===== src/rtl/demux_1x8_frame_if.sv =====
// -----------------------------------------------------------------------------
// demux_1x8_frame_if
// Handshake bundle between a word producer and the 1-to-8 frame demultiplexer.
//
// Signals:
//   in_valid    producer -> demux  din (and addr) hold a valid word
//   in_ready    demux -> producer  demux accepts a word this cycle
//   din[W]      producer -> demux  word to store in the target slot
//   addr[3]     producer -> demux  target slot (only with DEMUX_ADDR_EN)
//   frame_valid demux -> consumer  all 8 slots filled, frame is complete
//   frame_ack   consumer -> demux  consumer has taken the frame
//
// Modports: master = producer/consumer side, slave = the demultiplexer.
// Optional macro: DEMUX_ADDR_EN adds the addr signal.
// -----------------------------------------------------------------------------
interface demux_1x8_frame_if #(
   parameter int W = 4
);
   logic          in_valid;
   logic          in_ready;
   logic [W-1:0]  din;
   logic          frame_valid;
   logic          frame_ack;
`ifdef DEMUX_ADDR_EN
   logic [2:0]    addr;

   modport master (
      output in_valid, din, addr, frame_ack,
      input  in_ready, frame_valid
   );

   modport slave (
      input  in_valid, din, addr, frame_ack,
      output in_ready, frame_valid
   );
`else
   modport master (
      output in_valid, din, frame_ack,
      input  in_ready, frame_valid
   );

   modport slave (
      input  in_valid, din, frame_ack,
      output in_ready, frame_valid
   );
`endif
endinterface


===== src/rtl/demux_1x8_frame.sv =====
// -----------------------------------------------------------------------------
// demux_1x8_frame
// Collects eight W-bit words into eight registered output slots and presents
// them as one frame. While a frame is held, the input is stalled until the
// consumer acknowledges the frame.
//
// Ports:
//   clk          rising-edge clock
//   rst_n        asynchronous active-low reset (clears state and all slots)
//   clr          synchronous frame restart (slot data is kept)
//   bus          demux_1x8_frame_if.slave: in_valid/in_ready/din[/addr],
//                frame_valid/frame_ack
//   q0..q7       registered slot outputs
//   slot         index of the next slot to be written
//
// Optional macro: DEMUX_ADDR_EN selects addressed mode. Each transfer then
// writes q[addr], a fill mask tracks written slots and the frame completes
// when every slot has been written at least once. Without it, slots are
// filled strictly in order 0..7.
// -----------------------------------------------------------------------------
module demux_1x8_frame #(
   parameter int W = 4
) (
   input  logic             clk,
   input  logic             rst_n,
   input  logic             clr,
   demux_1x8_frame_if.slave bus,
   output logic [W-1:0]     q0,
   output logic [W-1:0]     q1,
   output logic [W-1:0]     q2,
   output logic [W-1:0]     q3,
   output logic [W-1:0]     q4,
   output logic [W-1:0]     q5,
   output logic [W-1:0]     q6,
   output logic [W-1:0]     q7,
   output logic [2:0]       slot
);

   typedef enum logic {
      FILL = 1'b0,
      HOLD = 1'b1
   } state_t;

   state_t       state_q;
   state_t       state_d;
   logic         wr_en;
   logic [2:0]   wr_idx;
   logic [W-1:0] q_r [8];

`ifdef DEMUX_ADDR_EN
   logic [7:0]   mask_q;
   logic [7:0]   mask_d;
   logic [7:0]   mask_set;
   logic [2:0]   slot_low;
`else
   logic [2:0]   slot_q;
   logic [2:0]   slot_d;
`endif

   // Handshake outputs come straight from the registered state.
   assign bus.in_ready    = (state_q == FILL);
   assign bus.frame_valid = (state_q == HOLD);

   // Next-state logic. clr wins over both a transfer and a frame_ack; a
   // transfer is only possible in FILL, and frame_ack only matters in HOLD.
   always_comb begin
      state_d = state_q;
      wr_en   = 1'b0;
`ifdef DEMUX_ADDR_EN
      mask_d   = mask_q;
      wr_idx   = bus.addr;
      mask_set = mask_q | (8'd1 << bus.addr);
`else
      slot_d   = slot_q;
      wr_idx   = slot_q;
`endif
      if (clr) begin
         state_d = FILL;
`ifdef DEMUX_ADDR_EN
         mask_d  = 8'd0;
`else
         slot_d  = 3'd0;
`endif
      end else begin
         unique case (state_q)
            FILL: begin
               if (bus.in_valid) begin
                  wr_en = 1'b1;
`ifdef DEMUX_ADDR_EN
                  mask_d = mask_set;
                  if (mask_set == 8'hFF) begin
                     state_d = HOLD;
                  end
`else
                  slot_d = slot_q + 3'd1;
                  if (slot_q == 3'd7) begin
                     state_d = HOLD;
                  end
`endif
               end
            end
            HOLD: begin
               if (bus.frame_ack) begin
                  state_d = FILL;
`ifdef DEMUX_ADDR_EN
                  mask_d  = 8'd0;
`else
                  slot_d  = 3'd0;
`endif
               end
            end
            default: state_d = FILL;
         endcase
      end
   end

   // Control state register.
   always_ff @(posedge clk or negedge rst_n) begin
      if (!rst_n) begin
         state_q <= FILL;
`ifdef DEMUX_ADDR_EN
         mask_q  <= 8'd0;
`else
         slot_q  <= 3'd0;
`endif
      end else begin
         state_q <= state_d;
`ifdef DEMUX_ADDR_EN
         mask_q  <= mask_d;
`else
         slot_q  <= slot_d;
`endif
      end
   end

   // Slot storage; only reset clears the data, clr and frame_ack keep it.
   always_ff @(posedge clk or negedge rst_n) begin
      if (!rst_n) begin
         for (int i = 0; i < 8; i++) begin
            q_r[i] <= '0;
         end
      end else if (wr_en) begin
         q_r[wr_idx] <= bus.din;
      end
   end

`ifdef DEMUX_ADDR_EN
   // Lowest unfilled slot; the downward scan leaves the smallest index last.
   always_comb begin
      slot_low = 3'd0;
      for (int i = 7; i >= 0; i--) begin
         if (!mask_q[i]) begin
            slot_low = 3'(i);
         end
      end
   end

   assign slot = (state_q == HOLD) ? 3'd0 : slot_low;
`else
   assign slot = slot_q;
`endif

   assign q0 = q_r[0];
   assign q1 = q_r[1];
   assign q2 = q_r[2];
   assign q3 = q_r[3];
   assign q4 = q_r[4];
   assign q5 = q_r[5];
   assign q6 = q_r[6];
   assign q7 = q_r[7];

endmodule


===== src/flat_wrapper.sv =====
// flat-port wrapper written by rule: the top's interface ports become plain ports
module demux_1x8_frame_flat 
#(
   parameter int W = 4
)
  (clk, rst_n, clr, q0, q1, q2, q3, q4, q5, q6, q7, slot, bus_in_valid, bus_din, bus_frame_ack, bus_in_ready, bus_frame_valid);
  demux_1x8_frame_if #(.W(W)) bus_i ();
  input  logic clk;
  input  logic rst_n;
  input  logic clr;
  output logic [W-1:0] q0;
  output logic [W-1:0] q1;
  output logic [W-1:0] q2;
  output logic [W-1:0] q3;
  output logic [W-1:0] q4;
  output logic [W-1:0] q5;
  output logic [W-1:0] q6;
  output logic [W-1:0] q7;
  output logic [2:0] slot;
  input wire logic [$bits(bus_i.in_valid)-1:0] bus_in_valid;
  input wire logic [$bits(bus_i.din)-1:0] bus_din;
  input wire logic [$bits(bus_i.frame_ack)-1:0] bus_frame_ack;
  output wire logic [$bits(bus_i.in_ready)-1:0] bus_in_ready;
  output wire logic [$bits(bus_i.frame_valid)-1:0] bus_frame_valid;
  assign bus_i.in_valid = bus_in_valid;
  assign bus_i.din = bus_din;
  assign bus_i.frame_ack = bus_frame_ack;
  assign bus_in_ready = bus_i.in_ready;
  assign bus_frame_valid = bus_i.frame_valid;
  demux_1x8_frame #(.W(W)) u_core (.clk(clk), .rst_n(rst_n), .clr(clr), .bus(bus_i), .q0(q0), .q1(q1), .q2(q2), .q3(q3), .q4(q4), .q5(q5), .q6(q6), .q7(q7), .slot(slot));
endmodule

===== config.mk =====
export PLATFORM = sky130hd
export DESIGN_NAME = demux_1x8_frame_flat
export DESIGN_NICKNAME = d
export VERILOG_FILES = /design/src/rtl/demux_1x8_frame_if.sv /design/src/rtl/demux_1x8_frame.sv /design/src/flat_wrapper.sv
export SDC_FILE = /design/constraint.sdc
export NUM_CORES = 1
export LEC_CHECK = 0
export CAP_MARGIN = 25
export CORE_MARGIN = 1.5
export CORE_UTILIZATION = 52
export CTS_BUF_LIST = sky130_fd_sc_hd__clkbuf_4
export DETAILED_ROUTE_END_ITERATION = 16
export PLACE_DENSITY = 0.95
export SLEW_MARGIN = 20
export SYNTH_ARGS = -nofsm -noshare
export SYNTH_HDL_FRONTEND = slang
export SYNTH_SLANG_ARGS = --single-unit

===== constraint.sdc =====
create_clock -name clk -period 2.65 [get_ports clk]
set_input_delay 0.6625 -clock clk [delete_from_list [all_inputs] [get_ports clk]]
set_output_delay 0.6625 -clock clk [all_outputs]
set_load 0.01 [all_outputs]

==> run_results.csv, run 1 <==
group,metric,value,unit
run_status,status,"finished, final reports clean",
route,drc,0,
sta,rsz0062_at_grt,"false",
pwr,pwr-share-seq,0.506,
synth,ys_top_cells_by_area,"dfrtp_1, mux2_2, nor3_4, nand2b_4, ha_1",
sta,period_needed,2.30,ns
place,globalplace.congestion,0.692,
synth,syn-cell-area,1540,sq um
synth,synth.most_common_cell,"dfrtp_1",
synth,yosysUniqueCellTypes,23,
floorplanning,coreArea,2780,sq um
worst_setup_path,path_buf_inv,1,
grt,grt_first_pass_wirelength,5470,um
worst_setup_path,arrival,1.64,ns
cells_and_area,area_growth_syn_to_layout,34.6,%
sta,fin_tns_setup,0,ns
route,routed_wl,3350,um
worst_setup_path,cp.required,1.99,ns
clocking,clock_latency,0.35,ns
sta,holdWs,0.515,ns
route,via_count,1053,
cells_and_area,layout-drive-gt1-share,0.331,
clocking,cts_setup_buffers,0,
floorplanning,dieWidth,57.4,um
worst_setup_path,crit_path_top_delay_cell,"dfrtp_1",
worst_setup_path,cp_top_family,"flip-flops",
synth,netlist_top_cells_count,"dfrtp_1, mux2_2, nand2_1, nor2_1, nor2_2",
pwr,p_clk_frac,0.214,
sta,fmax,435,MHz
grt,grt_pass1_vias,1153,
place,dp_cells,177,
synth,yosysSeqAreaShare,0.585,
grt,grt_max_degree,37,
route,viasPerCell,5.69,
worst_setup_path,critPathKind,"register to output pin",
synth,synth_nets,114,
synth,syn_inst,103,
pwr,cellPowerDensity,666,nW/um^2
worst_setup_path,start_kind,"register",
floorplanning,dieArea,3300,sq um
grt,grt_overflow,0,
worst_setup_path,endpoint_kind,"output pin",
floorplanning,start_util,0.554,
worst_setup_path,path_max_fanout,9,
route,drtIter0Drc,20,
clocking,clkTransAtPathRegs,0.11,ns
cells_and_area,fin_nets,164,
grt,grt_usage,0.228,
synth,synth_warnings,0,
floorplanning,fp.dieH,57.4,um
clocking,holdBufCountCts,0,
synth,synth_top_area_share,0.585,
route,wire_per_inst,18.1,um
floorplanning,rows,19,
place,hpwlAfterDp,2400,um
flow_run,drv_cap,0,
pwr,power_leakage,0.934,nW
grt,antenna_found_initial,0,
pwr,switchingPower,0.375,mW
clocking,root_buffer,"clkbuf_4",
pwr,intPower,1.01,mW
synth,ys_ff_latch,36,
route,ant_nets,0,
pwr,peakVddDrop,0.000600,V
worst_setup_path,slowest_delay,0.66,ns
route,drt-pass1-iter-count,4,
clocking,ctsHtreeMaxLevel,2,
synth,synth_edf_count,0,
clocking,cts_buffers,5,
clocking,cts_resized,0,
cells_and_area,fin_cells,185,
clocking,clockBufferDepth,2,
synth,synth_top_area_cell,"dfrtp_1",
clocking,cts.sinks,36,
cells_and_area,fill_cells,184,
floorplanning,io_pins,46,
sta,worst_clock_skew,0.0118,ns
hold_path,min_path_type,"register to register",
synth,ys.flop_type,"dfrtp_1",
place,io_buffers,45,
sta,relSlewSlack,0.679,
cells_and_area,diodes,0,
synth,ys_async_sr_fraction,1.00,
sta,timing.final.crit_share,0.868,
sta,drv_slew,0,
sta,worst_pin_slew,0.482,ns
sta,hold_viol_final,0,
worst_setup_path,crit_chain,"clkdlybuf4s50_1",
pwr,p_comb_frac,0.280,
clocking,cts_tree,"yes",
pwr,p_sw_frac,0.272,
synth,syn_avg_cell_area,15.0,sq um
sta,setup_viol,0,
## worst reg2reg max path, delay by kind of cell (launching register included)
family / cells / cell delay [ns]
and+or+nand+nor: 2 / 0.72
DFF: 1 / 0.50
muxes: 1 / 0.37
## worst paths after layout
check / from / to / slack, ns / cells past startpoint
max: u_core.slot[0] / slot[0] / 0.35 / 1
min: u_core.q0[1] / u_core.q0[1] / 0.52 / 1
max reg2reg: u_core.bus.frame_valid / u_core.q1[0] / 0.95 / 3
min reg2reg: u_core.q0[1] / u_core.q0[1] / 0.52 / 1
max in group asynchronous: rst_n / u_core.q6[0] / 1.62 / 2
min in group asynchronous: rst_n / u_core.q5[3] / 0.72 / 2
## power groups by stage
stage	clock network (mW)	registers, mW	logic (mW)
2_1_floorplan	0	0.740	0.114
3_3_place_gp	0	0.700	0.378
3_5_place_dp	0	0.709	0.390
4_1_cts	0.309	0.699	0.392
5_1_grt	0.330	0.709	0.414
6_report	0.296	0.698	0.387
## layout by cell type (no fill, tap or decap), types with 2 or more instances in the layout
| cell | instances |
|---|---|
| clkdlybuf4s50_1 | 45 |
| nor2_2 | 4 |
| o22a_1 | 2 |
| nor2_1 | 4 |
| mux2i_1 | 2 |
| nor3_4 | 2 |
| mux2_2 | 32 |
| ha_1 | 2 |
| nand2_1 | 4 |
| nand2b_4 | 2 |
| dfrtp_1 | 36 |
| clkbuf_4 | 7 |
## area by class of cell
class	count	area (sq um)	share of cell area
flip-flops and latches	36	901	0.435
multi-input cells	63	616	0.297
repair buffers	46	458	0.221
clock buffers	7	52.6	0.0253
well taps	31	38.8	0.0187
clock inverters	1	3.75	0.00181
inverters	1	3.75	0.00181
## routing by layer
metal	track usage	vias up	wire, um
li1	-	470	-
met1	0.284	540	1420
met2	0.360	35	1660
met3	0.0884	8	201
met4	0.0864	0	66
met5	0	-	0
## registers in the layout, summed over array words and instances (netlist names)
register / flops
u_core.q1: 4
u_core.q4: 4
u_core.q7: 4
u_core.q3: 4
u_core.slot: 3
u_core.q6: 4
u_core.q2: 4
u_core.q0: 4
u_core.bus.frame_valid: 1
u_core.q5: 4
## stage by stage
stage	total power [mW]	worst slack, ns	cell area (sq um)	utilization
floorplan	0.854	0.868	1540	-
global placement	1.08	0.294	2020	0.725
detailed placement	1.10	0.265	2020	0.725
CTS	1.40	0.329	2070	0.745
global route	1.45	0.282	2070	0.745
finish	1.38	0.350	2070	0.745
## kinds of logic (layout without fill, tap and decap cells)
| logic type | Yosys count | count (layout) | share of synthesized area |
|---|---|---|---|
| xor+xnor | 1 | 1 | 0.00569 |
| buf+inv | 4 | 55 | 0.0154 |
| simple gates | 22 | 22 | 0.110 |
| compound gates | 4 | 4 | 0.0211 |
| fa+ha+maj | 2 | 2 | 0.0162 |
| flops | 36 | 36 | 0.585 |
| mux | 34 | 34 | 0.247 |
No activity file was read; power rests on OpenSTA's default activity.
==> inputs of run 2 (changes only) <==
- CORE_UTILIZATION: 52 -> 25
- PLACE_DENSITY: 0.95 -> 0.59
==> run_results.csv, run 2 (same netlist as run 1, synthesis figures left out) <==
group,metric,value,unit
run_status,status,"finished, final reports clean",
worst_setup_path,cp.required,1.99,ns
worst_setup_path,slowest_delay,0.63,ns
pwr,peakVddDrop,0.000242,V
grt,antenna_found_initial,0,
worst_setup_path,start_kind,"register",
worst_setup_path,crit_path_top_delay_cell,"dfrtp_1",
cells_and_area,fin_cells,229,
worst_setup_path,path_buf_inv,1,
floorplanning,start_util,0.260,
cells_and_area,fin_nets,164,
cells_and_area,diodes,0,
sta,rsz0062_at_grt,"false",
route,viasPerCell,4.48,
pwr,pwr-share-seq,0.474,
clocking,cts_setup_buffers,0,
cells_and_area,fill_cells,562,
worst_setup_path,crit_chain,"clkdlybuf4s50_1",
place,globalplace.congestion,0.766,
worst_setup_path,r2r_start,"u_core.bus.frame_valid",
cells_and_area,final_common_cell,"clkdlybuf4s50_1",
floorplanning,coreArea,5920,sq um
pwr,cellPowerDensity,682,nW/um^2
route,drtIter0Drc,27,
sta,setup_viol,0,
place,place_area,2070,sq um
worst_setup_path,endpoint_kind,"output pin",
route,wire_per_inst,16.1,um
grt,grt_first_pass_wirelength,5710,um
worst_setup_path,regToRegSetupSlack,0.97,ns
cells_and_area,layout-drive-gt1-share,0.338,
worst_setup_path,path_max_fanout,9,
floorplanning,io_pins,46,
clocking,clockBufferDepth,2,
pwr,switchingPower,0.377,mW
clocking,cts_buffers,5,
sta,fin_tns_setup,0,ns
pwr,p_sw_frac,0.257,
pwr,p_comb_frac,0.265,
hold_path,min_delay_path_depth,1,
flow_run,drv_cap,0,
floorplanning,rows,28,
route,ant_nets,0,
sta,hold_viol_final,0,
floorplanning,dieWidth,81.5,um
sta,worst_clock_skew,0.0147,ns
pwr,intPower,1.09,mW
grt,grt_usage,0.119,
route,drt-pass1-iter-count,4,
worst_setup_path,critPathKind,"register to output pin",
grt,grt_overflow,0,
clocking,clock_latency,0.33,ns
place,dp_cells,221,
pwr,power_leakage,0.946,nW
hold_path,min_path_type,"register to register",
hold_path,min_from,"u_core.q2[3]",
place,io_buffers,45,
grt,grt_pass1_vias,1074,
cells_and_area,area_growth_syn_to_layout,39.7,%
cells_and_area,mostFrequentLayoutCells,"clkdlybuf4s50_1, dfrtp_1, mux2_2, clkbuf_4",
grt,grt_max_degree,37,
sta,drv_slew,0,
clocking,root_buffer,"clkbuf_4",
sta,fmax,447,MHz
pwr,p_clk_frac,0.261,
place,hpwlAfterDp,2710,um
clocking,holdBufCountCts,0,
route,routed_wl,3700,um
worst_setup_path,arrival,1.58,ns
route,via_count,1027,
clocking,ctsHtreeMaxLevel,2,
sta,period_needed,2.24,ns
sta,holdWs,0.516,ns
sta,worst_pin_slew,0.457,ns
route,drc,0,
clocking,cts_tree,"yes",
clocking,cts.sinks,36,
worst_setup_path,timing.rr.end,"u_core.q4[1]",
hold_path,hold_end,"u_core.q2[3]",
sta,timing.final.crit_share,0.845,
floorplanning,fp.dieH,81.5,um
worst_setup_path,r2r_cells,3,
floorplanning,dieArea,6640,sq um
clocking,clkTransAtPathRegs,0.11,ns
cells_and_area,final_cell_area,2150,sq um
clocking,cts_resized,0,
sta,relSlewSlack,0.696,
worst_setup_path,cp_top_family,"flip-flops",
run 2: worst register-to-register path: stages (launching register included):
cell and delay (ns):
dfrtp_1 0.50, or3_4 0.46, nor3_4 0.26, mux2_2 0.36
run 2: cell type report:
class,instances,area [sq um],area share
Clock buffer,6,45.0,0.0209
Clock inverter,2,35.0,0.0163
Inverter,1,3.75,0.00174
Multi-Input combinational cell,63,616,0.286
Sequential cell,36,901,0.419
Tap cell,75,93.8,0.0436
Timing Repair Buffer,46,458,0.213
run 2: power by group through the flow:
stage	clock network, mW	registers [mW]	logic [mW]
finish	0.384	0.696	0.389
global route	0.420	0.708	0.416
CTS	0.397	0.697	0.395
detailed placement	0	0.709	0.394
global placement	0	0.704	0.383
floorplan	0	0.740	0.114
run 2: worst max-delay path by stage:
stage,start,end,slack (ns),depth (start not counted)
global route,u_core.slot[0],slot[0],0.35,1
global placement,clr,u_core.q4[1],0.27,4
finish,u_core.slot[0],slot[0],0.41,1
floorplan,clr,u_core.q6[0],0.87,3
detailed placement,clr,u_core.q6[1],0.24,4
CTS,u_core.slot[0],slot[0],0.41,1
run 2: per-stage QoR:
stage,setup slack (ns),utilization,power (mW)
6_report,0.412,0.363,1.47
5_1_grt,0.354,0.363,1.54
4_1_cts,0.410,0.363,1.49
3_5_place_dp,0.241,0.350,1.10
3_3_place_gp,0.270,0.350,1.09
2_1_floorplan,0.868,-,0.854
run 2: metal layers:
metal  up-vias  GRT usage  wire length, um
met4         0     0.0466               51
met3         5     0.0367              193
met1       533      0.132             1500
met2        25      0.210             1950
li1        464          -                -
met5         -          0                0
==> inputs of run 3 (changes only) <==
- PLACE_DENSITY: 0.59 -> 0.61
- clock period: 2.65 -> 1.9 ns (I/O delays scaled with it)
==> run_results.csv, run 3 (same netlist as run 1, synthesis figures left out) <==
group,metric,value,unit
worst_setup_path,critPathKind,"primary input to register",
sta,period_needed,1.84,ns
route,ant_nets,0,
cells_and_area,final_common_cell,"clkdlybuf4s50_1",
clocking,clock_latency,0.33,ns
route,wire_per_inst,15.8,um
worst_setup_path,start_kind,"primary input",
sta,setup_slack,0.0568,ns
cells_and_area,layout-drive-gt1-share,0.361,
worst_setup_path,path_max_fanout,6,
cells_and_area,fin_nets,168,
route,via_count,1038,
place,place_area,2090,sq um
worst_setup_path,crit_path_top_delay_cell,"clkdlybuf4s50_1",
worst_setup_path,r2r_cells,4,
worst_setup_path,endpoint,"u_core.q7[1]",
grt,grt_pass1_vias,1106,
sta,hold_viol_final,0,
sta,timing.final.crit_share,0.970,
worst_setup_path,arrival,2.06,ns
cells_and_area,diodes,0,
route,drtIter0Drc,31,
pwr,p_comb_frac,0.295,
sta,rsz0062_at_grt,"false",
sta,worst_pin_slew,0.460,ns
clocking,ctsHtreeMaxLevel,2,
clocking,cts_tree,"yes",
worst_setup_path,worstSetupStartpoint,"clr",
place,hpwlAfterDp,2690,um
worst_setup_path,slowest_delay,0.52,ns
grt,grt_overflow,0,
cells_and_area,final_cell_area,2150,sq um
route,drt-pass1-iter-count,3,
pwr,cellPowerDensity,877,nW/um^2
clocking,cts.sinks,36,
cells_and_area,mostFrequentLayoutCells,"clkdlybuf4s50_1, dfrtp_1, mux2_2, clkbuf_4, buf_4",
clocking,cts_buffers,5,
grt,grt_max_degree,37,
run_status,status,"finished, final reports clean",
worst_setup_path,cp.required,2.12,ns
worst_setup_path,crit_chain,"clkdlybuf4s50_1, or3b_4, nor2_2, mux2_2",
place,globalplace.congestion,0.700,
cells_and_area,final_core_util,0.364,
worst_setup_path,regToRegSetupSlack,0.20,ns
floorplanning,fp.dieH,81.5,um
hold_path,min_path_type,"register to register",
sta,worst_clock_skew,0.00659,ns
clocking,clockBufferDepth,2,
place,io_buffers,45,
sta,fmax,543,MHz
grt,antenna_found_initial,0,
worst_setup_path,endpoint_kind,"register",
pwr,p_sw_frac,0.273,
worst_setup_path,timing.rr.end,"u_core.q5[1]",
clocking,root_buffer,"clkbuf_4",
floorplanning,dieWidth,81.5,um
pwr,switchingPower,0.517,mW
worst_setup_path,r2r_start,"u_core.bus.frame_valid",
sta,setup_viol,0,
clocking,clkTransAtPathRegs,0.10,ns
pwr,intPower,1.37,mW
route,drc,0,
route,routed_wl,3680,um
route,viasPerCell,4.45,
sta,holdWs,0.512,ns
pwr,p_clk_frac,0.196,
floorplanning,start_util,0.260,
grt,grt_first_pass_wirelength,5680,um
sta,drv_slew,0,
pwr,power_leakage,0.949,nW
grt,grt_usage,0.120,
place,place_ws,-0.344,ns
sta,fin_tns_setup,0,ns
flow_run,drv_cap,0,
floorplanning,dieArea,6640,sq um
sta,relSlewSlack,0.693,
floorplanning,coreArea,5920,sq um
floorplanning,io_pins,46,
cells_and_area,area_growth_syn_to_layout,39.9,%
pwr,pwr-share-seq,0.509,
floorplanning,rows,28,
pwr,peakVddDrop,0.000381,V
## run 3: changes by cell type in the layout (fill, tap and decap cells not counted)
cell / delta
buf_4: +4
bufinv_16: -1
clkbuf_4: -1
clkdlybuf4s50_1: -1
clkinv_1: +1
clkinv_2: +1
dfrtp_1: -2
dfrtp_2: +2
dlygate4sd2_1: +1
## run 3: timing repair
| item | CTS | global route |
|---|---|---|
| setup endpoints to repair | 3 | 8 |
| hold buffers | 0 | 0 |
| cloned | 0 | 0 |
| buffers inserted | 1 | 1 |
| gates resized for setup | 3 | 0 |
| pin swaps | 0 | 2 |
| hold endpoints to repair | 0 | 0 |
## run 3: final cells by class
cell class	instances	area [sq um]
Timing Repair Buffer	50	487
Clock inverter	3	13.8
Fill cell	560	3770
Clock buffer	5	37.5
Multi-Input combinational cell	63	616
Tap cell	75	93.8
Sequential cell	36	903
Inverter	1	3.75
## run 3: worst min path at each step
stage / startpoint / to / slack, ns / depth (start not counted)
after floorplan: rst_n / u_core.bus.frame_valid / 0.18 / 0
after global placement: u_core.q2[0] / u_core.q2[0] / 0.49 / 1
after detailed placement: u_core.q0[2] / u_core.q0[2] / 0.49 / 1
after CTS: u_core.q0[2] / u_core.q0[2] / 0.52 / 1
after global routing: u_core.q0[0] / u_core.q0[0] / 0.54 / 1
final: u_core.q0[2] / u_core.q0[2] / 0.51 / 1
## run 3: stage by stage
step,cells,power [mW]
2_1_floorplan,103,1.19
3_3_place_gp,223,1.52
3_5_place_dp,223,1.55
4_1_cts,232,1.93
5_1_grt,233,2.02
6_report,233,1.89
## run 3: metal layers
layer | GRT usage | up-vias | routed length, um
met1 | 0.138 | 523 | 1560
met4 | 0.0483 | 0 | 88
met3 | 0.0433 | 9 | 270
li1 | - | 467 | -
met5 | 0 | - | 0
met2 | 0.201 | 39 | 1760
## run 3: critical path: cells and delay by family
| kind | cells | cell delay [ns] |
|---|---|---|
| simple gates | 2 | 0.71 |
| buf+inv | 1 | 0.52 |
| mux | 1 | 0.36 |
## run 3: power groups by stage
stage          Sequential, mW  Clock (mW)  Combinational (mW)
2_1_floorplan            1.03           0               0.158
3_3_place_gp            0.972           0               0.547
3_5_place_dp            0.982           0               0.563
4_1_cts                 0.966       0.396               0.565
5_1_grt                 0.979       0.440               0.597
6_report                0.962       0.370               0.557
